**src/rtl/fft_params_pkg.sv**
```systemverilog
`default_nettype none
// ============================================================================
// Module      : fft_params_pkg
// Description : Shared FFT datapath types, widths and saturation helper.
// Revision    : 1.0 - initial release
// ============================================================================
package fft_params_pkg;

    localparam int COEFF_WIDTH = 16;
    localparam int COEFF_FRAC  = 14;
    localparam int DATA_W      = 16;
    localparam int DATA_FRAC   = 15;

    typedef struct packed {
        logic signed [15:0] re;
        logic signed [15:0] im;
    } cplx16_t;

    function automatic logic signed [15:0] sat16(input logic signed [32:0] v);
        if (v > 33'sd32767) begin
            return 16'sh7fff;
        end else if (v < -33'sd32768) begin
            return 16'sh8000;
        end else begin
            return v[15:0];
        end
    endfunction

endpackage
`default_nettype wire

```
**src/rtl/fft_cmul.sv**
```systemverilog
`default_nettype none
// ============================================================================
// Module      : fft_cmul
// Description : Two-stage pipelined complex multiply W*B with round-half-up
//               and saturation to 16-bit components.
// Revision    : 1.0 - initial release
// ============================================================================
module fft_cmul
    import fft_params_pkg::*;
#(
    parameter int DATA_W  = 16,
    parameter int TW_W    = COEFF_WIDTH,
    parameter int TW_FRAC = COEFF_FRAC
)(
    input  logic                  clk,
    input  logic                  en_i,
    input  logic [2*DATA_W-1:0]   b_i,
    input  logic [2*TW_W-1:0]     w_i,
    output logic [2*DATA_W-1:0]   wb_o
);

    localparam int PW = DATA_W + TW_W;
    localparam logic signed [PW:0] c_RND = (PW+1)'(1) <<< (TW_FRAC - 1);

    logic signed [DATA_W-1:0] w_br, w_bi;
    logic signed [TW_W-1:0]   w_wr, w_wi;

    assign w_br = b_i[2*DATA_W-1:DATA_W];
    assign w_bi = b_i[DATA_W-1:0];
    assign w_wr = w_i[2*TW_W-1:TW_W];
    assign w_wi = w_i[TW_W-1:0];

    logic signed [PW-1:0] prod_rr_q, prod_ii_q, prod_ri_q, prod_ir_q;

    always_ff @(posedge clk) begin
        if (en_i) begin
            prod_rr_q <= PW'(w_br) * PW'(w_wr);
            prod_ii_q <= PW'(w_bi) * PW'(w_wi);
            prod_ri_q <= PW'(w_br) * PW'(w_wi);
            prod_ir_q <= PW'(w_bi) * PW'(w_wr);
        end
    end

    logic signed [PW:0] w_re_sum, w_im_sum, w_re_rnd, w_im_rnd;

    // One guard bit keeps the -32768*-32768 corner exact before rounding.
    assign w_re_sum = (PW+1)'(prod_rr_q) - (PW+1)'(prod_ii_q);
    assign w_im_sum = (PW+1)'(prod_ri_q) + (PW+1)'(prod_ir_q);
    assign w_re_rnd = (w_re_sum + c_RND) >>> TW_FRAC;
    assign w_im_rnd = (w_im_sum + c_RND) >>> TW_FRAC;

    logic [DATA_W-1:0] wb_re_q, wb_im_q;

    always_ff @(posedge clk) begin
        if (en_i) begin
            wb_re_q <= sat16(w_re_rnd);
            wb_im_q <= sat16(w_im_rnd);
        end
    end

    assign wb_o = {wb_re_q, wb_im_q};

endmodule
`default_nettype wire

```
**src/rtl/fft_butterfly_r2.sv**
```systemverilog
`default_nettype none
// ============================================================================
// Module      : fft_butterfly_r2
// Description : Pipelined radix-2 DIT butterfly X=A+WB, Y=A-WB with optional
//               halving, saturation and full valid/ready backpressure.
// Revision    : 1.0 - initial release
// ============================================================================
module fft_butterfly_r2
    import fft_params_pkg::*;
#(
    parameter int DATA_W  = 16,
    parameter int TW_W    = COEFF_WIDTH,
    parameter int TW_FRAC = COEFF_FRAC
)(
    input  logic                  clk,
    input  logic                  rst,
    input  logic                  s_valid,
    output logic                  s_ready,
    input  logic [2*DATA_W-1:0]   s_a,
    input  logic [2*DATA_W-1:0]   s_b,
    input  logic [2:0]            s_stage,
    input  logic [7:0]            s_tw_idx,
    input  logic                  s_scale,
    input  logic [7:0]            s_tag,
    output logic [2:0]            tw_stage_idx,
    output logic [7:0]            tw_addr,
    input  logic [2*TW_W-1:0]     tw_data,
    output logic                  m_valid,
    input  logic                  m_ready,
    output logic [2*DATA_W-1:0]   m_x,
    output logic [2*DATA_W-1:0]   m_y,
    output logic [7:0]            m_tag
);

    logic w_en;
    logic m_valid_q;

    assign w_en    = !m_valid_q || m_ready;
    assign s_ready = w_en && !rst;

    // While stalled the ROM re-reads the P1 twiddle so tw_data stays aligned.
    logic [7:0] p1_idx_q;
    logic [2:0] p1_stage_q;

    assign tw_addr      = w_en ? s_tw_idx : p1_idx_q;
    assign tw_stage_idx = w_en ? s_stage  : p1_stage_q;

    logic                p1_valid_q, p2_valid_q, p3_valid_q;
    logic [2*DATA_W-1:0] p1_a_q, p1_b_q, p2_a_q, p3_a_q;
    logic                p1_scale_q, p2_scale_q, p3_scale_q;
    logic [7:0]          p1_tag_q, p2_tag_q, p3_tag_q;

    always_ff @(posedge clk) begin
        if (rst) begin
            p1_valid_q <= 1'b0;
            p2_valid_q <= 1'b0;
            p3_valid_q <= 1'b0;
        end else if (w_en) begin
            p1_valid_q <= s_valid;
            p2_valid_q <= p1_valid_q;
            p3_valid_q <= p2_valid_q;
        end
    end

    always_ff @(posedge clk) begin
        if (w_en) begin
            p1_a_q     <= s_a;
            p1_b_q     <= s_b;
            p1_idx_q   <= s_tw_idx;
            p1_stage_q <= s_stage;
            p1_scale_q <= s_scale;
            p1_tag_q   <= s_tag;
            p2_a_q     <= p1_a_q;
            p2_scale_q <= p1_scale_q;
            p2_tag_q   <= p1_tag_q;
            p3_a_q     <= p2_a_q;
            p3_scale_q <= p2_scale_q;
            p3_tag_q   <= p2_tag_q;
        end
    end

    logic [2*DATA_W-1:0] w_wb;

    fft_cmul #(
        .DATA_W  (DATA_W),
        .TW_W    (TW_W),
        .TW_FRAC (TW_FRAC)
    ) u_cmul (
        .clk  (clk),
        .en_i (w_en),
        .b_i  (p1_b_q),
        .w_i  (tw_data),
        .wb_o (w_wb)
    );

    function automatic logic [DATA_W-1:0] fin(input logic signed [DATA_W:0] v,
                                              input logic sc);
        logic signed [DATA_W+1:0] t;
        t = (DATA_W+2)'(v) + (DATA_W+2)'(1);
        if (sc) begin
            return t[DATA_W:1];
        end else begin
            return sat16(33'(v));
        end
    endfunction

    logic signed [DATA_W-1:0] w_ar, w_ai, w_wbr, w_wbi;
    logic signed [DATA_W:0]   w_xr, w_xi, w_yr, w_yi;
    logic [2*DATA_W-1:0]      m_x_d, m_y_d;

    assign w_ar  = p3_a_q[2*DATA_W-1:DATA_W];
    assign w_ai  = p3_a_q[DATA_W-1:0];
    assign w_wbr = w_wb[2*DATA_W-1:DATA_W];
    assign w_wbi = w_wb[DATA_W-1:0];

    assign w_xr = (DATA_W+1)'(w_ar) + (DATA_W+1)'(w_wbr);
    assign w_xi = (DATA_W+1)'(w_ai) + (DATA_W+1)'(w_wbi);
    assign w_yr = (DATA_W+1)'(w_ar) - (DATA_W+1)'(w_wbr);
    assign w_yi = (DATA_W+1)'(w_ai) - (DATA_W+1)'(w_wbi);

    assign m_x_d = {fin(w_xr, p3_scale_q), fin(w_xi, p3_scale_q)};
    assign m_y_d = {fin(w_yr, p3_scale_q), fin(w_yi, p3_scale_q)};

    logic [2*DATA_W-1:0] m_x_q, m_y_q;
    logic [7:0]          m_tag_q;

    always_ff @(posedge clk) begin
        if (rst) begin
            m_valid_q <= 1'b0;
            m_x_q     <= '0;
            m_y_q     <= '0;
            m_tag_q   <= '0;
        end else if (w_en) begin
            m_valid_q <= p3_valid_q;
            if (p3_valid_q) begin
                m_x_q   <= m_x_d;
                m_y_q   <= m_y_d;
                m_tag_q <= p3_tag_q;
            end
        end
    end

    assign m_valid = m_valid_q;
    assign m_x     = m_x_q;
    assign m_y     = m_y_q;
    assign m_tag   = m_tag_q;

endmodule
`default_nettype wire

```
**config.mk**
```make
export PLATFORM = sky130hd
export DESIGN_NAME = fft_butterfly_r2
export DESIGN_NICKNAME = d
export VERILOG_FILES = /design/src/rtl/fft_params_pkg.sv /design/src/rtl/fft_cmul.sv /design/src/rtl/fft_butterfly_r2.sv
export SDC_FILE = /design/constraint.sdc
export NUM_CORES = 2
export LEC_CHECK = 0
export ABC_AREA = 1
export ABC_CLOCK_PERIOD_IN_PS = 20500
export CORE_MARGIN = 2
export CORE_UTILIZATION = 49
export CTS_CLUSTER_DIAMETER = 30
export DETAILED_ROUTE_END_ITERATION = 12
export PLACE_DENSITY = 0.76
export SLEW_MARGIN = 20
export SYNTH_ARGS = -nofsm -noshare
export SYNTH_HDL_FRONTEND = slang
export SYNTH_SLANG_ARGS = --single-unit
```
**constraint.sdc**
```tcl
create_clock -name clk -period 20.5 [get_ports clk]
set_input_delay 3.075 -clock clk [delete_from_list [all_inputs] [get_ports clk]]
set_output_delay 3.075 -clock clk [all_outputs]
set_load 0.05 [all_outputs]
```
==> results by group <==
CTS
  • Root buffer cell: clkbuf_16
  • Bufs on Longest Clock Path: 3
  • CTS HTree Levels: 3
  • Clock Pin Slew Worst Setup and Hold Paths: 0.04 ns
  • Clock sink total: approximately 400
  • Post-CTS Resized: 0
  • TritonCTS Buffers: between 90 and 100
  • Clock latency on the worst-skew pair: approximately 0.73 ns
  • Hold buffers post-CTS: 0
  • CTS tree: yes
  • Setup bufs post-CTS: 0

Timing
  • Worst-Margin Slew: 1.06 ns
  • Period Utilization, post-route: ~46%
  • Hold Fails Final Rpt: 0
  • Final TNS setup: 0 ns
  • Final clock skew: between 0.07 and 0.08 ns
  • Min cycle time layout: 9.34 ns
  • RSZ-0062 raised after global routing: no
  • Pins Over Slew Limit: 0
  • Slew HR: between 20 and 30%
  • Final setup viols: 0
  • FMAX: 107 MHz
  • Hold_ws: just over 0.4 ns

Synth
  • Yosys top cell area share: between 30% and 40%
  • Library cells used by synthesis: 56
  • Cells after synthesis: ~7700
  • Top cells by area, synth: fa_1 33%, edfxtp_1 15%, inv_1 12%
  • Cell taking the most area after synthesis: fa_1
  • Syn Std Cell Area: around 64000 sq um
  • Seq/Total Area, Yosys: between 15 and 20%
  • Synthesis-stage register bit count: 402
  • Synth warnings: 0
  • Post-synth EDFFs: 315
  • Syn Nets: about 9400
  • Top_reg_cell synth: edfxtp_1
  • Synth async-reset ratio: 0%
  • Avg Inst Size Synth: between 8 and 9 sq um

Floorplanning
  • Io pins: slightly above 200
  • Row count: approximately 130
  • Die area: 133000 sq um
  • Core footprint: roughly 130000 sq um
  • Initial core utilization: approximately half
  • DIE WIDTH: approximately 360 microns
  • Die Y: about 360 microns

Detailed routing
  • Remaining antenna violation count: 0
  • Drt via density: around 5.2
  • Via count: approximately 51000
  • WL final: around 170000 microns
  • Residual DRC: 0
  • WL per Instance: between 15 and 20 microns
  • DR pass1 iterations: 9
  • Metal1 wirelength: about 70000 microns
  • DRT iter0 DRCs: between 4000 and 5000
  • Detail Route met3 WL: ~15000 microns
  • Max Used Layer: met5
  • WL met2: 80300 microns

Cells and area
  • Most frequent cells in the layout: 2002 x inv_1, 1853 x nand2_1, 1052 x fa_1
  • Fill cells: 11500
  • Layout cell share with drive strength beyond 1: 4.40%
  • Total area of sequential cells: 11200 sq um
  • Multi-input logic area: approximately 44000 sq um
  • Area Overhead vs Synth: 11.1%
  • Layout Utilization: 54.7%
  • Most common library cell in the layout ignoring fill and taps: inv_1
  • Final nets: between 9000 and 10000

GRT
  • Vias in the first global route: 53500
  • Initial antenna violation count: 5
  • Largest net degree at the start of global routing: between 150 and 200
  • First-pass GRT wire length: 279000 microns
  • GRT Util Overall: 26.7%
  • Grt total ovfl: 0

Critical path
  • Cell mode on critical path: fa_1
  • Critical path type: input port to register
  • Crit. End Element: register
  • Critical path startpoint category: input port
  • Slowest CP cell: fa_1
  • Worst path required time: 20.90 ns
  • Endpoint arrival time on the critical path: 9.74 ns
  • Max stage delay on crit path: slightly below 1 ns
  • CP cell instances: clkdlybuf4s50_1 > buf_4 > nand2_1 > inv_1 > fa_1 > fa_1 > fa_1 > fa_1 > fa_1 > inv_1 > fa_1 > inv_1 > ha_1 > nand2_1 > nor4_1 > nand3_1 > nand3_1 > a31o_2 > a31oi_1 > xor2_1
  • CP delay by family, top: adder cells
  • CP bufs+invs: 5
  • CP max FO: 32

Place
  • PortBufs: between 200 and 250
  • Post-DP HPWL: 134000 microns
  • Gpl congestion: between 0.9 and 1

Flow run
  • Max cap viols: 0

Worst hold path
  • Hold Crit Class: register to register

Outcome
  • Outcome: finished, final reports clean
state kept, by name (all words and copies together) (netlist names), 16 cells and up:
name	count
p3_a_q	32
m_x	32
p2_a_q	32
u_cmul.prod_ri_q	32
u_cmul.prod_ii_q	32
u_cmul.wb_re_q	16
u_cmul.wb_im_q	16
p1_b_q	32
u_cmul.prod_rr_q	32
u_cmul.prod_ir_q	32
p1_a_q	32
m_y	32
cells in the mapped netlist, types with 7 or more instances:
cell type and number:
nor2_2 15, nand3_1 199, edfxtp_1 315, buf_2 22
inv_2 18, o21bai_1 16, o21ai_0 196, a21oi_2 20
a21boi_0 11, fa_1 1052, dfxtp_1 87, nor4_1 8
a21oi_1 359, buf_6 8, nand2_1 1853, inv_1 2004
a31oi_1 25, clkbuf_1 226, nor3_1 34, buf_4 7
nand2_2 25, xnor2_1 89, o21ai_1 8, nand4_1 53
xor2_1 126, a21o_1 12, nand3_2 7, o31ai_1 7
ha_1 518, o21a_1 20, nor2_1 313
logic make-up after synthesis:
logic type,after synthesis,synth area share [%]
AND/OR/NAND/NOR,2534,16.1
flip-flops,402,17.6
XOR/XNOR,219,3.08
AO/OA/AOI/OAI,709,6.19
adder cells (fa/ha/maj),1570,43.3
buffers and inverters,2290,13.7
cell type report:
type                       count  area share, %
sequential                   402           15.9
clock buffer                 118           3.69
tap                         1742           3.08
antenna                        1        0.00354
inverter                    2024           10.8
multi-input combinational   5032           61.8
timing repair buffer         276           3.66
clock inverter                64           1.10
metrics by stage:
stage	cells	area (sq um)	setup WS (ns)
after floorplan	7724	63600	4.54
final	9659	70700	11.16
after global routing	9658	70700	10.97
after CTS	9658	70700	11.11
after global placement	9476	67300	10.82
after detailed placement	9476	67300	10.60
routing by layer:
layer,vias to the layer above,GRT usage (%)
li1,23300,-
met1,24800,34.5
met2,2111,44.1
met3,469,4.91
met4,8,11.2
met5,-,0
path summary, 6_finish.rpt:
check | from | end | slack (ns) | depth (start not counted)
max | tw_data[1] | u_cmul.prod_ri_q[28] | 11.16 | 20
min | p1_a_q[29] | p2_a_q[29] | 0.40 | 0
min reg2reg | p1_a_q[29] | p2_a_q[29] | 0.40 | 0
max reg2reg | p1_b_q[11] | u_cmul.prod_ii_q[26] | 13.77 | 21
worst register-to-register path: stages (launching register included):
cell and delay, ns:
edfxtp_1 0.81, buf_4 0.44, nand2_1 0.15, fa_1 0.55, fa_1 0.48, fa_1 0.54
inv_1 0.05, fa_1 0.49, fa_1 0.51, inv_1 0.05, fa_1 0.50, inv_1 0.05
ha_1 0.34, a21oi_1 0.16, inv_1 0.07, a31oi_1 0.14, nand2_1 0.15, a21boi_0 0.56
nor2_1 0.08, nand2_1 0.08, o211ai_1 0.10, xor2_1 0.17
Power is left out: the tool's default activity adds up to more than one toggle a clock period on the data nets, which glitch-free logic cannot reach.
